### config.mk
export PLATFORM = sky130hd
export DESIGN_NAME = fifo_pop_ctrl
export DESIGN_NICKNAME = d
export VERILOG_FILES = /design/src/rtl/fifo_pop_ctrl.sv
export SDC_FILE = /design/constraint.sdc
export NUM_CORES = 1
export LEC_CHECK = 0
export CAP_MARGIN = 20
export CORE_ASPECT_RATIO = 0.5
export CORE_MARGIN = 5
export CORE_UTILIZATION = 49
export DETAILED_ROUTE_END_ITERATION = 6
export HOLD_SLACK_MARGIN = 0.12
export PLACE_DENSITY = 0.71
export SETUP_SLACK_MARGIN = 0.2
export SLEW_MARGIN = 20
export SYNTH_ARGS = -nofsm -noshare
export SYNTH_HDL_FRONTEND = slang
export SYNTH_SLANG_ARGS = --single-unit
### constraint.sdc
create_clock -name clk -period 2.4 [get_ports clk]
set_input_delay 0.48 -clock clk [delete_from_list [all_inputs] [get_ports clk]]
set_output_delay 0.48 -clock clk [all_outputs]
set_load 0.02 [all_outputs]
### src/rtl/fifo_pop_ctrl.sv
// fifo_pop_ctrl: FIFO read-side controller. It tracks read latency, captures returned words into a skid buffer, and drives a valid/pause stream.
// Defining FIFO_POP_ERR_CNT_EN adds the err_count (saturating) and underrun (sticky) outputs.
module fifo_pop_ctrl #(
  parameter int DATA_WIDTH = 6,
  parameter int RD_LATENCY = 2,
  parameter int SKID_DEPTH = 4
) (
  input  logic                  clk,
  input  logic                  reset_L,
  input  logic                  Fifo_Empty,
  input  logic                  Almost_Empty,
  input  logic [DATA_WIDTH-1:0] Fifo_Data_out,
  input  logic                  Error_Fifo,
  input  logic                  Pausa_in,
  output logic                  pop,
  output logic                  valid_out,
  output logic [DATA_WIDTH-1:0] data_out,
  output logic [1:0]            state,
  output logic [7:0]            rd_count
`ifdef FIFO_POP_ERR_CNT_EN
  ,
  output logic [7:0]            err_count,
  output logic                  underrun
`endif
);

  localparam int PTR_W = (SKID_DEPTH > 1) ? $clog2(SKID_DEPTH) : 1;
  localparam int CNT_W = $clog2(SKID_DEPTH + 1);
  localparam int CRD_W = $clog2(SKID_DEPTH + RD_LATENCY + 2);
  localparam logic [PTR_W-1:0] PTR_ONE   = PTR_W'(1);
  localparam logic [CNT_W-1:0] CNT_ONE   = CNT_W'(1);
  localparam logic [CNT_W-1:0] CNT_ZERO  = CNT_W'(0);
  localparam logic [CRD_W-1:0] CRD_ONE   = CRD_W'(1);
  localparam logic [CRD_W-1:0] CRD_LIMIT = CRD_W'(SKID_DEPTH);

  typedef enum logic [1:0] {
    ST_IDLE   = 2'd0,
    ST_READ   = 2'd1,
    ST_PAUSED = 2'd2,
    ST_STALL  = 2'd3
  } state_e;

  state_e                state_r;
  logic                  pop_r;
  logic [RD_LATENCY-1:0] pipe_r;
  logic [DATA_WIDTH-1:0] skid_r [SKID_DEPTH];
  logic [PTR_W-1:0]      wr_ptr_r;
  logic [PTR_W-1:0]      rd_ptr_r;
  logic [CNT_W-1:0]      cnt_r;
  logic                  valid_r;
  logic [DATA_WIDTH-1:0] data_r;
  logic [7:0]            rd_count_r;

  logic [CRD_W-1:0]      credit_s;
  logic                  stall_s;
  logic                  capture_s;
  logic                  xfer_s;
  logic [RD_LATENCY-1:0] pipe_shift_s;
  logic [PTR_W-1:0]      rd_ptr_nxt_s;
  logic [CNT_W-1:0]      cnt_nxt_s;
  logic [DATA_WIDTH-1:0] data_nxt_s;

  function automatic logic [CRD_W-1:0] ones_count(input logic [RD_LATENCY-1:0] v);
    logic [CRD_W-1:0] n;
    n = CRD_W'(0);
    for (int i = 0; i < RD_LATENCY; i++) begin
      n = n + CRD_W'(v[i]);
    end
    return n;
  endfunction

  if (RD_LATENCY > 1) begin : g_pipe_wide
    assign pipe_shift_s = {pipe_r[RD_LATENCY-2:0], pop_r};
  end else begin : g_pipe_one
    assign pipe_shift_s = pop_r;
  end

  // Credit, capture/transfer strobes and next pointer/count/head values.
  always_comb begin
    credit_s  = CRD_W'(cnt_r) + ones_count(pipe_r);
    stall_s   = ((credit_s + CRD_ONE) > CRD_LIMIT);
    capture_s = pipe_r[RD_LATENCY-1];
    xfer_s    = valid_r & ~Pausa_in;
    if (xfer_s) begin
      rd_ptr_nxt_s = rd_ptr_r + PTR_ONE;
    end else begin
      rd_ptr_nxt_s = rd_ptr_r;
    end
    case ({capture_s, xfer_s})
      2'b10:   cnt_nxt_s = cnt_r + CNT_ONE;
      2'b01:   cnt_nxt_s = cnt_r - CNT_ONE;
      default: cnt_nxt_s = cnt_r;
    endcase
    // A word landing in an otherwise empty buffer becomes the head directly.
    if (capture_s && (wr_ptr_r == rd_ptr_nxt_s)) begin
      data_nxt_s = Fifo_Data_out;
    end else begin
      data_nxt_s = skid_r[rd_ptr_nxt_s];
    end
  end

  // State and pop: pause beats credit, credit beats empty; pop is held off one cycle on the last word.
  always_ff @(posedge clk or negedge reset_L) begin
    if (!reset_L) begin
      state_r <= ST_IDLE;
      pop_r   <= 1'b0;
    end else if (Pausa_in) begin
      state_r <= ST_PAUSED;
      pop_r   <= 1'b0;
    end else if (stall_s) begin
      state_r <= ST_STALL;
      pop_r   <= 1'b0;
    end else if (Fifo_Empty) begin
      state_r <= ST_IDLE;
      pop_r   <= 1'b0;
    end else begin
      state_r <= ST_READ;
      pop_r   <= ~(Almost_Empty & pop_r);
    end
  end

  // Read-latency pipe, skid buffer, registered head and delivered-word counter.
  always_ff @(posedge clk or negedge reset_L) begin
    if (!reset_L) begin
      pipe_r     <= '0;
      wr_ptr_r   <= '0;
      rd_ptr_r   <= '0;
      cnt_r      <= '0;
      valid_r    <= 1'b0;
      data_r     <= '0;
      rd_count_r <= 8'd0;
      for (int i = 0; i < SKID_DEPTH; i++) begin
        skid_r[i] <= '0;
      end
    end else begin
      pipe_r   <= pipe_shift_s;
      rd_ptr_r <= rd_ptr_nxt_s;
      cnt_r    <= cnt_nxt_s;
      valid_r  <= (cnt_nxt_s != CNT_ZERO);
      data_r   <= data_nxt_s;
      if (capture_s) begin
        skid_r[wr_ptr_r] <= Fifo_Data_out;
        wr_ptr_r         <= wr_ptr_r + PTR_ONE;
      end
      if (xfer_s) begin
        rd_count_r <= rd_count_r + 8'd1;
      end
    end
  end

  assign pop       = pop_r;
  assign valid_out = valid_r;
  assign data_out  = data_r;
  assign state     = state_r;
  assign rd_count  = rd_count_r;

`ifdef FIFO_POP_ERR_CNT_EN
  logic [7:0] err_count_r;
  logic       underrun_r;

  // Saturating error-strobe counter and sticky pop-while-empty flag.
  always_ff @(posedge clk or negedge reset_L) begin
    if (!reset_L) begin
      err_count_r <= 8'd0;
      underrun_r  <= 1'b0;
    end else begin
      if (Error_Fifo && (err_count_r != 8'd255)) begin
        err_count_r <= err_count_r + 8'd1;
      end
      if (pop_r && Fifo_Empty) begin
        underrun_r <= 1'b1;
      end
    end
  end

  assign err_count = err_count_r;
  assign underrun  = underrun_r;
`else
  logic unused_error_fifo_s;
  assign unused_error_fifo_s = Error_Fifo;
`endif

endmodule
==> impl_metrics.py, run 1 <==
metrics = {
    "outcome": {
        "status": "finished, final reports clean",
    },
    "floorplan": {
        "core-area_um2": 5070,
        "die_w_um": 114,
        "die-height_um": 62.0,
        "rows": 18,
        "die_area_um2": 7060,
        "start_util_pct": 52.2,
        "io_pins": 30,
    },
    "route": {
        "first_pass_iters": 4,
        "drtAntennaViolNets": 0,
        "drt-total-wl_mm": 5.41,
        "drc": 0,
        "vias": 1832,
        "via_per_inst": 5.60,
        "drt_iter0_markers": 159,
        "post_drt_wl_per_cell_um": 16.6,
    },
    "synth": {
        "synthXorXnorAreaFrac_pct": 4.91,
        "yosysSeqAreaShare_pct": 48.2,
        "ys_ff_latch": 51,
        "postSynthCellCount": 218,
        "ys_warn_count": 0,
        "synth_fa_ha_area_share_pct": 5.29,
        "synth_top_family_by_area": "multiplexers",
        "synth_fp_nets": 240,
        "syn_area_um2": 2650,
        "synth_compound_area_share_pct": 13.0,
        "synth.distinct_cells": 34,
        "synth-simple-area-share_pct": 6.43,
        "muxShareOfSynthArea_pct": 18.0,
        "syn_avg_cell_area_um2": 12.1,
    },
    "final_layout": {
        "area_growth_pct": 18.1,
        "nets": 279,
        "drive_gt1_share_pct": 27.6,
        "layout_commonest_cell": "dfrtp_1",
        "final_core_utilization_pct": 61.7,
        "antennaDiodeCount": 0,
        "fin_cells": 327,
        "layout_common_cells": "dfrtp_1 (51), mux2_2 (36), clkdlybuf4s50_1 (27)",
    },
    "timing": {
        "slew_headroom_pct": 63.5,
        "layout_min_cycle_time_ns": 2.11,
        "finalSetupViolations": 0,
        "drv_slew": 0,
        "fin_setup_tns_ns": 0,
        "hold_viol_final": 0,
        "rsz0062_at_grt": "no",
        "skew_ns": 0.0136,
        "tightest_slew_ns": 0.547,
        "setup_ws_ns": 0.291,
        "fin_crit_sh_pct": 87.9,
        "fmax_mhz": 474,
    },
    "critical_path": {
        "start_kind": "primary input",
        "slowest_stage": "clkdlybuf4s50_1",
        "max_stage_delay_ns": 0.42,
        "cp_num_buf_inv": 3,
        "crit_type": "in -> reg",
        "critical-path-top-delay-family": "simple AND/OR/NAND/NOR gates",
        "cp_cell_sequence": "clkdlybuf4s50_1 > nand2b_4 > inv_4 > ha_4 > inv_1 > fa_2 > xor2_1 > nor2_1 > xor2_1 > or3_1",
        "cp.required_ns": 2.58,
        "end_kind": "register",
        "crit_top_cell": "xor2_1",
        "crit_fanout": 2,
        "cp.arrival_ns": 2.29,
    },
    "clock_tree": {
        "numClockSinks": 51,
        "cts-root-buf": "clkbuf_8",
        "clockBufferDepth": 2,
        "post-cts-setup-buffer-count": 0,
        "cts_tree": "built",
        "cts_buffers": 5,
        "clk_pin_slew_ns": 0.09,
        "insertion_delay_ns": 0.30,
        "h-tree-depth": 2,
    },
    "placement": {
        "port_buffers": 28,
        "dpl.cell_count": 319,
        "hpwl_mm": 4.06,
        "post-place-ws_ns": -0.0310,
        "routabilityCongestion": 0.772,
    },
    "global_route": {
        "grt_pass1_wl_mm": 9.20,
        "grt_overflow": 0,
        "grt_usage_pct": 16.9,
        "grt_start_max_net_pins": 28,
        "antenna_found_initial": 0,
        "grt_pass1_vias": 1825,
    },
    "worst_hold_path": {
        "hp-class": "reg -> reg",
    },
    "pwr": {
        "ir_worst_vdd_v": 0.000630,
        "p_leak_nw": 1.37,
        "pwr_density_cell_nw_per_um2": 1430,
    },
    "flow_run": {
        "drv_cap": 0,
    },
}
## timing repair
item,in CTS,in global routing
endpoints found under the setup margin,0,1
endpoints found under the hold margin,2,0
hold buffers,1,0
gates resized for setup,0,2
## synth_stat cells
cell type / count / area (um^2)
or2_2: 1 / 6.26
a22oi_2: 1 / 12.5
xnor2_1: 9 / 78.8
or3_1: 1 / 6.26
buf_2: 1 / 5.00
a211oi_1: 1 / 7.51
a22o_2: 5 / 50.1
inv_2: 2 / 7.51
o22a_1: 3 / 26.3
and3_1: 2 / 12.5
ha_1: 8 / 100
a21oi_1: 14 / 70.1
fa_1: 2 / 40.0
nand2_1: 19 / 71.3
nand4_1: 3 / 18.8
and2_0: 1 / 6.26
nor2b_1: 2 / 12.5
mux2i_1: 7 / 70.1
xor2_2: 1 / 16.3
nor2_1: 4 / 15.0
o22ai_1: 1 / 6.26
clkbuf_8: 2 / 27.5
a22o_1: 1 / 8.76
o22a_2: 3 / 30.0
buf_6: 3 / 33.8
mux2_2: 36 / 405
inv_1: 9 / 33.8
nand3b_1: 1 / 7.51
o21ai_0: 1 / 5.00
clkinv_1: 1 / 3.75
nand2b_4: 1 / 13.8
a22oi_1: 17 / 128
dfrtp_1: 51 / 1280
xor2_1: 4 / 35.0
## final timing paths
check | slack [ns] | cells after the start | from | endpoint
max | 0.29 | 10 | Pausa_in | valid_out
max reg2reg | 0.34 | 9 | cnt_r[0] | pop
min in group asynchronous | 0.50 | 2 | reset_L | cnt_r[2]
min reg2reg | 0.38 | 0 | pipe_r[0] | pipe_r[1]
min | 0.38 | 0 | pipe_r[0] | pipe_r[1]
max in group asynchronous | 1.38 | 3 | reset_L | skid_r[16]
## cells by family (layout without fill, tap and decap cells)
kind of cell / Yosys count / count (layout)
DFF: 51 / 51
AOI/OAI and AO/OA: 47 / 47
muxes: 43 / 43
and+or+nand+nor: 35 / 35
buffers and inverters: 18 / 57
xor gates and xnor gates: 14 / 14
adders and majority gates: 10 / 10
## stage by stage
| stage | power, mW | hold slack [ns] | instance area, um^2 |
|---|---|---|---|
| 6_report | 4.47 | 0.382 | 3130 |
| 5_1_grt | 4.82 | 0.401 | 3130 |
| 4_1_cts | 4.49 | 0.383 | 3120 |
| 3_5_place_dp | 3.99 | 0.285 | 3030 |
| 3_3_place_gp | 3.88 | 0.283 | 3030 |
| 2_1_floorplan | 3.31 | 0.184 | 2670 |
## power by group
part / leakage, nW / switching (mW) / internal [mW]
logic: 0.714 / 1.09 / 1.22
clock network: 0.0440 / 0.284 / 0.200
registers: 0.609 / 0.392 / 1.28
total: 1.37 / 1.77 / 2.70
## state kept, by name (all words and copies together), names as in the netlist
signal	count
pipe_r	2
pop	1
rd_count	8
rd_ptr_r	2
data_out	6
wr_ptr_r	2
skid_r	24
valid_out	1
state	2
cnt_r	3
## area by class of cell
class,count,area (um^2)
timing repair buffer,38,353
tap,70,87.6
clock inverter,2,13.8
sequential,51,1280
fill,425,1940
clock buffer,5,68.8
inverter,12,47.5
multi-input combinational,149,1280
## worst reg2reg max path, stage by stage (launching register included)
cell,delay [ns]
dfrtp_1,0.38
inv_2,0.06
ha_1,0.27
inv_1,0.04
ha_1,0.18
fa_1,0.44
o22ai_1,0.12
a21oi_1,0.07
or2_2,0.30
a211oi_2,0.14
## routing by layer
layer | vias to the layer above | global-route usage (%) | share of wire (%)
met5 | - | 0 | 0
met4 | 0 | 3.38 | 0.31
met3 | 2 | 4.45 | 4.9
met2 | 33 | 28.0 | 48
met1 | 941 | 23.1 | 47
li1 | 856 | - | -
(Power assumes the default switching activity.)
==> run 2, diff against run 1 <==
--- a/config.mk
+++ b/config.mk
@@ -11,6 +11,7 @@
 export CORE_UTILIZATION = 49
 export DETAILED_ROUTE_END_ITERATION = 6
 export HOLD_SLACK_MARGIN = 0.12
+export MAX_ROUTING_LAYER = met4
 export PLACE_DENSITY = 0.71
 export SETUP_SLACK_MARGIN = 0.2
 export SLEW_MARGIN = 20
==> run 2 against run 1 <==
Effect of this change: final cell count unchanged; register-to-register slack about the same; die area is the same; maximum frequency is essentially flat; sequential share of layout area unchanged; flip-flop and latch count is the same; non-clock buffer count unchanged; total power down 0.31%; largest cell class unchanged.
==> impl_metrics.py, run 2 (synthesized netlist as in run 1, its figures left out) <==
metrics = {
    "pwr": {
        "ir_worst_vdd_v": 0.000630,
        "switching_share_pct": 39.3,
        "intPower_mw": 2.70,
        "fin_total_pwr_mw": 4.46,
        "p_seq_share_pct": 37.4,
        "p_comb_share_pct": 51.8,
        "p_leak_nw": 1.37,
        "p_switching_mw": 1.75,
        "pwr_density_cell_nw_per_um2": 1430,
        "p_clk_share_pct": 10.8,
    },
    "critical_path": {
        "cp.required_ns": 2.58,
        "cp_cell_sequence": "clkdlybuf4s50_1 > nand2b_4 > inv_4 > ha_4 > inv_1 > fa_2 > xor2_1 > nor2_1 > xor2_1 > or3_1",
        "reg2regPathDepth": 9,
        "cp_num_buf_inv": 3,
        "reg2reg_to": "pop",
        "cp.arrival_ns": 2.29,
        "r2r_slack_ns": 0.34,
        "crit_fanout": 2,
        "cp-startpoint": "Pausa_in",
        "crit_top_cell": "xor2_1",
        "max_stage_delay_ns": 0.42,
        "crit_path_end": "valid_out",
        "start_kind": "primary input",
        "end_kind": "register",
        "crit_type": "in -> reg",
        "critical-path-top-delay-family": "simple AND/OR/NAND/NOR gates",
        "slowest_stage": "clkdlybuf4s50_1",
        "reg2reg_from": "cnt_r[0]",
        "path_depth": 10,
    },
    "placement": {
        "dpl_cell_area_um2": 3030,
        "port_buffers": 28,
        "post-place-ws_ns": -0.0310,
        "routabilityCongestion": 0.783,
        "hpwl_mm": 4.06,
        "dpl.cell_count": 319,
    },
    "timing": {
        "tightest_slew_ns": 0.531,
        "slew_headroom_pct": 64.6,
        "drv_slew": 0,
        "layout_min_cycle_time_ns": 2.11,
        "hold_viol_final": 0,
        "rsz0062_at_grt": "no",
        "fin_setup_tns_ns": 0,
        "holdWs_ns": 0.382,
        "fmax_mhz": 474,
        "skew_ns": 0.0114,
        "fin_crit_sh_pct": 87.9,
        "setup_ws_ns": 0.290,
        "finalSetupViolations": 0,
    },
    "clock_tree": {
        "post-cts-setup-buffer-count": 0,
        "clk_pin_slew_ns": 0.09,
        "numClockSinks": 51,
        "clockBufferDepth": 2,
        "cts_buffers": 5,
        "cts-root-buf": "clkbuf_8",
        "h-tree-depth": 2,
        "cts_tree": "built",
        "insertion_delay_ns": 0.30,
    },
    "route": {
        "drt-total-wl_mm": 5.35,
        "vias": 1822,
        "drtAntennaViolNets": 0,
        "post_drt_wl_per_cell_um": 16.4,
        "drt_iter0_markers": 173,
        "via_per_inst": 5.57,
        "drc": 0,
        "first_pass_iters": 5,
    },
    "final_layout": {
        "layout_common_cells": "dfrtp_1 (51), mux2_2 (36), clkdlybuf4s50_1 (27)",
        "antennaDiodeCount": 0,
        "drive_gt1_share_pct": 27.6,
        "final_core_utilization_pct": 61.7,
        "layout_commonest_cell": "dfrtp_1",
        "regMostFlops": "skid_r",
        "largest_register_ffs": 24,
        "fin_cells": 327,
        "nets": 279,
        "area_growth_pct": 18.1,
        "n_fill_cell": 425,
        "fin_area_um2": 3130,
        "multi_input_area_um2": 1280,
        "regArea_um2": 1280,
    },
    "global_route": {
        "grt_start_max_net_pins": 28,
        "grt_overflow": 0,
        "grt_usage_pct": 17.4,
        "grt_pass1_vias": 1822,
        "antenna_found_initial": 0,
        "grt_pass1_wl_mm": 9.17,
    },
    "floorplan": {
        "die-height_um": 62.0,
        "rows": 18,
        "core-area_um2": 5070,
        "start_util_pct": 52.2,
        "die_w_um": 114,
        "die_area_um2": 7060,
        "io_pins": 30,
    },
    "outcome": {
        "status": "finished, final reports clean",
    },
    "worst_hold_path": {
        "hp-class": "reg -> reg",
    },
    "flow_run": {
        "drv_cap": 0,
    },
}
## run 2: worst min path at each step
| stage | startpoint | to | slack, ns | cells past startpoint |
|---|---|---|---|---|
| finish | pipe_r[0] | pipe_r[1] | 0.38 | 0 |
| CTS | pipe_r[0] | pipe_r[1] | 0.38 | 0 |
| global placement | reset_L | cnt_r[2] | 0.28 | 1 |
| floorplan | reset_L | cnt_r[0] | 0.18 | 0 |
| detailed placement | reset_L | cnt_r[2] | 0.28 | 1 |
| global route | pipe_r[0] | pipe_r[1] | 0.40 | 0 |
## run 2: repair_timing
item                       CTS  global route
hold endpoints to repair     2             0
gates resized for setup      0             2
hold buffers                 1             0
setup endpoints to repair    0             1
## run 2: per-layer routing
metal  global-route usage, %  vias up  wire length, um
li1                        -      853                -
met1                    23.0      919             2420
met2                    28.2       48             2580
met3                    4.16        2              337
met4                    3.38        0               13
met5                       -        -                0
## run 2: layout make-up
cell class	count	area share, %
Clock buffer	5	2.20
Clock inverter	2	0.440
Inverter	12	1.52
Multi-Input combinational cell	149	40.9
Sequential cell	51	40.8
Tap cell	70	2.80
Timing Repair Buffer	38	11.3
## run 2: power by group through the flow
stage / Clock, mW / Combinational [mW] / Sequential [mW]
finish: 0.480 / 2.31 / 1.67
global route: 0.540 / 2.54 / 1.74
CTS: 0.501 / 2.32 / 1.67
detailed placement: 0 / 2.30 / 1.68
global placement: 0 / 2.22 / 1.66
floorplan: 0 / 1.60 / 1.71
==> RTL change 1 (flow settings as in run 2) <==
Set the parameter `SKID_DEPTH` to 8 (it was 4).
--- a/src/rtl/fifo_pop_ctrl.sv
+++ b/src/rtl/fifo_pop_ctrl.sv
@@ -3,7 +3,7 @@
 module fifo_pop_ctrl #(
   parameter int DATA_WIDTH = 6,
   parameter int RD_LATENCY = 2,
-  parameter int SKID_DEPTH = 4
+  parameter int SKID_DEPTH = 8
 ) (
   input  logic                  clk,
   input  logic                  reset_L,
Formal check against the unedited RTL: not equivalent (a bounded check fails within 10 cycles, from zero or initial values and one cycle with reset_L low).
==> RTL change 1 against run 2 <==
Design area is 64% higher. Via count is 71% higher. Worst hold slack worse by 0.24 ns. Sequential cell count is 27 higher. Utilization is 1.2 points higher. Synthesized area is 58% higher. Wire length is 82% higher. Die area is 50% higher. Setup slack worse by 0.047 ns. First-iteration DRC count is 9.8% lower. Fmax is 2.2% lower. Power is 73% higher.
==> RTL change 1: results (changes against run 2) <==
Timing
  – Final Skew: 0.00572 ns (-0.00564 ns)
  – Worst slew pin tran: 0.618 ns (+0.0877 ns)
  – Final Hold Fails: 0 (unchanged)
  – Setup TNS: 0 ns (unchanged)

Placed design
  – Port-buffer cells: 28 (unchanged)
  – DP Area: 4770 um^2 (+58%)
  – Pre-CTS setup slack: -0.433 ns (-0.402 ns)
  – Dpl hpwl: 6530 um (+61%)
  – Routability cong.: 0.881 (+13%)

Finish
  – # fillers: 605 (+42%)
  – N_diodes: 0 (unchanged)
  – Most flop-heavy register: skid_r
  – Nets: 423 (+52%)
  – Fraction of layout cells with a size suffix above 1: 29.8% (+2.2 points)
  – Largest register FFs: 48 (+100%)

Clocking
  – Clock Tree Root: clkbuf_16
  – Clock Latency Late Sink: 0.34 ns (+0.04 ns)
  – Clock-pin slew on the worst setup and hold paths: 0.06 ns (-0.03 ns)
  – CTS H-tree lvls: 3 (+1)
  – Inserted Clock Buffers: 9 (+4)
  – Longest Clk Path Bufs: 2 (unchanged)

Global routing
  – Largest net degree at the start of global routing: 54 (+93%)
  – First-pass GRT wire length: 16000 um (+75%)
  – Initial antenna violation count: 0 (unchanged)
  – Vias in the first global route: 3217 (+77%)
  – Total GRT Usage: 20.4% (+2.9 points)

Power
  – Net Sw Frac: 37.6% (-1.8 points)
  – VDD IR-drop max: 0.593 mV (-5.9%)
  – LEAKAGE: 2.21 nW (+62%)

Yosys
  – Top cells by area, synth: dfrtp_1 (47%), mux2_2 (15%), mux2i_1 (5.0%), ha_1 (2.7%), mux2_4 (2.1%)
  – Sequential-to-total area share from yosys stat: 46.6% (-1.7 points)
  – Syn Nets: 378 (+57%)
  – Synth cell count leaders: dfrtp_1 (78), mux2_2 (55), mux2i_1 (21), nor3_1 (15), clkbuf_1 (14)
  – Post-synthesis async set-or-reset flop share: 100% (unchanged)
  – Ys Warns: 0 (unchanged)
  – Synth cell types: 47 (+38%)

Routing
  – Post-Route WL: 9750 um (+82%)
  – Initial DRC Count: 156 (-9.8%)
  – Drt first pass iters: 4 (-1)
  – Vias post-DR: 3110 (+71%)

Critical path
  – Crit Path Max Fanout: 53 (+51)
  – Depth of the most critical reg-to-reg path: 6 (-3)
  – CP Data Arrival Time: 2.39 ns (+0.10 ns)
  – Worst r2r src: rd_ptr_r[0]
  – Worst setup path start: rd_ptr_r[0]

Outcome
  – Status: finished, final reports clean

Worst hold path
  – Worst Hold Class: primary input to asynchronous set/reset pin
[RTL change 1: changes by cell type after synthesis, sizes merged, moves of 12 or more]
cell           run 2  this run
dfrtp             51        78
mux2              36        61
a22oi             18         1
nor3               0        15
mux2i              7        21
clkbuf             2        14
[RTL change 1: per-layer routing]
metal	GRT usage (%)	wire, um	up-vias
met5	-	0	-
met4	9.02	184	0
met3	5.08	528	17
met2	34.9	4930	107
met1	23.4	4110	1579
li1	-	-	1407
[RTL change 1: kinds of logic after synthesis]
family	Yosys count	share of synthesized area [%]
AOI/OAI and AO/OA	54	9.25
xor gates and xnor gates	20	4.63
adders and majority gates	10	3.16
buffers and inverters	33	3.67
DFF	78	46.6
muxes	82	21.9
and+or+nand+nor	79	10.8
[RTL change 1: worst max-delay path, cell delays in order, from the launching register on]
cell and delay (ns):
dfrtp_2 0.42, buf_12 0.28, mux2_2 0.39, a2111oi_2 0.45, buf_4 0.18, a211oi_1 0.04
mux2_4 0.26
[RTL change 1: layout make-up]
type | count | area [um^2] | area share (%)
Multi-Input combinational cell | 245 | 2160 | 42.0
Clock inverter | 4 | 53.8 | 1.05
Clock buffer | 12 | 256 | 4.99
Sequential cell | 78 | 1950 | 38.0
Timing Repair Buffer | 55 | 517 | 10.1
Inverter | 12 | 57.6 | 1.12
Tap cell | 112 | 140 | 2.73
[RTL change 1: repair_timing]
action,4_1_cts,5_1_grt
pin swaps,2,1
cloned,0,0
hold buffers,0,0
resized for setup,9,4
endpoints found under the setup margin,8,7
setup buffers,2,0
[RTL change 1: metrics by stage]
step	power [mW]	cells	util (%)
after detailed placement	6.13	500	58.4
after global routing	8.18	518	62.9
after global placement	5.91	500	58.4
final	7.72	518	62.9
after CTS	7.67	518	62.6
after floorplan	4.97	356	-
[RTL change 1: worst paths after layout]
kind	slack (ns)	endpoint
min reg2reg	0.40	pipe_r[1]
min in group clk	0.40	pipe_r[1]
max reg2reg	0.24	data_out[5]
max	0.24	data_out[5]
min	0.15	skid_r[9]
max in group asynchronous	1.67	skid_r[35]
[RTL change 1: power by group through the flow]
stage                     Clock [mW]  Combinational, mW  Sequential [mW]
after floorplan                    0               2.52             2.45
after global placement             0               3.48             2.43
after detailed placement           0               3.63             2.50
after CTS                       1.43               3.78             2.47
after global routing            1.48               4.12             2.58
final                           1.41               3.82             2.50
==> RTL change 2 (settings of run 2) <==
Made on the original files. `data_r` no longer has a reset.
--- a/src/rtl/fifo_pop_ctrl.sv
+++ b/src/rtl/fifo_pop_ctrl.sv
@@ -127,7 +127,6 @@
       rd_ptr_r   <= '0;
       cnt_r      <= '0;
       valid_r    <= 1'b0;
-      data_r     <= '0;
       rd_count_r <= 8'd0;
       for (int i = 0; i < SKID_DEPTH; i++) begin
         skid_r[i] <= '0;
@@ -137,7 +136,6 @@
       rd_ptr_r <= rd_ptr_nxt_s;
       cnt_r    <= cnt_nxt_s;
       valid_r  <= (cnt_nxt_s != CNT_ZERO);
-      data_r   <= data_nxt_s;
       if (capture_s) begin
         skid_r[wr_ptr_r] <= Fifo_Data_out;
         wr_ptr_r         <= wr_ptr_r + PTR_ONE;
@@ -146,6 +144,10 @@
         rd_count_r <= rd_count_r + 8'd1;
       end
     end
+  end
+
+  always_ff @(posedge clk) begin
+    data_r <= data_nxt_s;
   end
 
   assign pop       = pop_r;
Behaviour: differs if reset_L is asserted again (counterexample within 10 cycles, from zero or initial values and one cycle with reset_L low); with reset_L held inactive, the same outputs for 10 cycles.
==> RTL change 2 against run 2 <==
Power up 5.1%. Synthesized area decreased by 1.1%. Wire length is 5.8% higher. Sequential share of layout area shrank 1.0 points. Sequential cell count did not move. Die area decreased by 1.0%. Critical endpoint is now data_out[0]. Fmax rose by 0.23%. Worst hold slack worse by 0.14 ns. Largest power group unchanged. First-iteration DRC count down 13%. Count of clock-buffer cells in the layout increased by 1. Largest cell class unchanged. Setup slack gained 0.0049 ns. Design area increased by 0.28%.
==> RTL change 2: results (changes against run 2) <==
Timing
  – Worst slew pin tran: 0.580 ns (+0.0493 ns)
  – Final Skew: 0.00864 ns (-0.00272 ns)

Critical path
  – Critical R2R Capture: data_out[0]
  – CP max stage delay: 0.69 ns (+0.27 ns)
  – Worst path slowest cell: dfrtp_1
  – Depth of the most critical reg-to-reg path: 5 (-4)
  – Worst setup path start: rd_ptr_r[0]
  – R2R setup slack: 0.29 ns (-0.05 ns)
  – Worst path top cell family by delay: flip-flops

Worst hold path
  – Worst Hold Class: primary input to asynchronous set/reset pin

Yosys
  – Synth cell types: 35 (+2.9%)
  – Synth cell count leaders: dfrtp_1 (45), mux2_2 (36), nand2_1 (19), a22oi_1 (17), a21oi_1 (14)
  – Top cells by area, synth: dfrtp_1 (43%), mux2_2 (15%), a22oi_1 (4.9%), dfxtp_1 (4.6%), ha_1 (3.8%)
  – Syn Nets: 240 (unchanged)
  – Post-synthesis async set-or-reset flop share: 88.2% (-12 points)
  – Sequential-to-total area share from yosys stat: 47.6% (-0.59 points)

Power
  – Net switching power: 1.82 mW (+3.5%)
  – Power share of the combinational group: 50.9% (-0.9 points)
  – Sequential share of power: 35.8% (-1.6 points)
  – VDD IR-drop max: 0.739 mV (+17%)
  – Internal power: 2.87 mW (+6.1%)
  – LEAKAGE: 1.37 nW (+0.37%)

Routing
  – Metal1 wirelength: 2520 um (+4.2%)
  – Vias post-DR: 1847 (+1.4%)
  – Routed wl met2: 2610 um (+0.93%)
  – Initial DRC Count: 151 (-13%)
  – Met3 wire length: 448 um (+33%)
  – WL per Instance: 17.3 um (+5.5%)
  – Drt first pass iters: 4 (-1)

Global routing
  – Largest net degree at the start of global routing: 46 (+64%)
  – Vias in the first global route: 1904 (+4.5%)
  – Total GRT Usage: 18.5% (+1.1 points)
  – Global Route met3 Usage: 4.61% (+0.45 points)
  – Met1 Use GR: 22.8% (-0.23 points)

Finish
  – Final non-filler cell total: 328 (+0.31%)
  – Fraction of layout cells with a size suffix above 1: 28.7% (+1.1 points)

Outcome
  – Status: finished, final reports clean

Placed design
  – Dpl hpwl: 3930 um (-3.2%)
  – Routability cong.: 0.875 (+12%)
  – DP Area: 3000 um^2 (-0.99%)

Clocking
  – Longest Clk Path Bufs: 2 (unchanged)
-- RTL change 2: stage by stage --
step,worst slack (ns),power (mW),utilization [%],hold WS [ns]
after floorplan,0.167,3.31,-,0.184
after global placement,-0.0000921,3.91,59.4,0.362
after detailed placement,-0.0374,4.00,59.4,0.364
after CTS,0.244,4.65,61.8,0.265
after global routing,0.214,5.02,62.2,0.296
final,0.295,4.68,62.2,0.240
-- RTL change 2: logic make-up (layout without fill, tap and decap cells) --
| family | count (synthesis) | count (layout) | share of synthesized area (%) |
|---|---|---|---|
| xor+xnor | 14 | 14 | 4.97 |
| compound gates | 47 | 47 | 13.1 |
| buf+inv | 18 | 58 | 4.25 |
| flops | 51 | 51 | 47.6 |
| simple gates | 35 | 35 | 6.50 |
| mux | 43 | 43 | 18.2 |
| fa+ha+maj | 10 | 10 | 5.35 |
-- RTL change 2: worst max path at each step --
stage | end | slack [ns]
after floorplan | valid_out | 0.17
after global placement | valid_out | -0.00009
after detailed placement | valid_out | -0.04
after CTS | pop | 0.24
after global routing | data_out[1] | 0.21
final | data_out[0] | 0.29
-- RTL change 2: worst register-to-register path, stage by stage (launching register included) --
cell,delay (ns)
dfrtp_1,0.69
buf_4,0.28
mux2_2,0.34
a22oi_1,0.26
a22oi_1,0.14
mux2_2,0.28
-- RTL change 2: final cells by class --
type	instances	area (um^2)
flip-flops and latches	51	1250
inverters	12	47.5
clock buffers	6	82.6
clock inverters	2	35.0
well taps	70	87.6
repair buffers	38	353
multi-input cells	149	1280
fillers	406	1910
-- RTL change 2: timing repair --
item	4_1_cts	5_1_grt
gates resized for setup	0	5
setup buffers	0	1
hold buffers	0	0
endpoints found under the setup margin	0	2
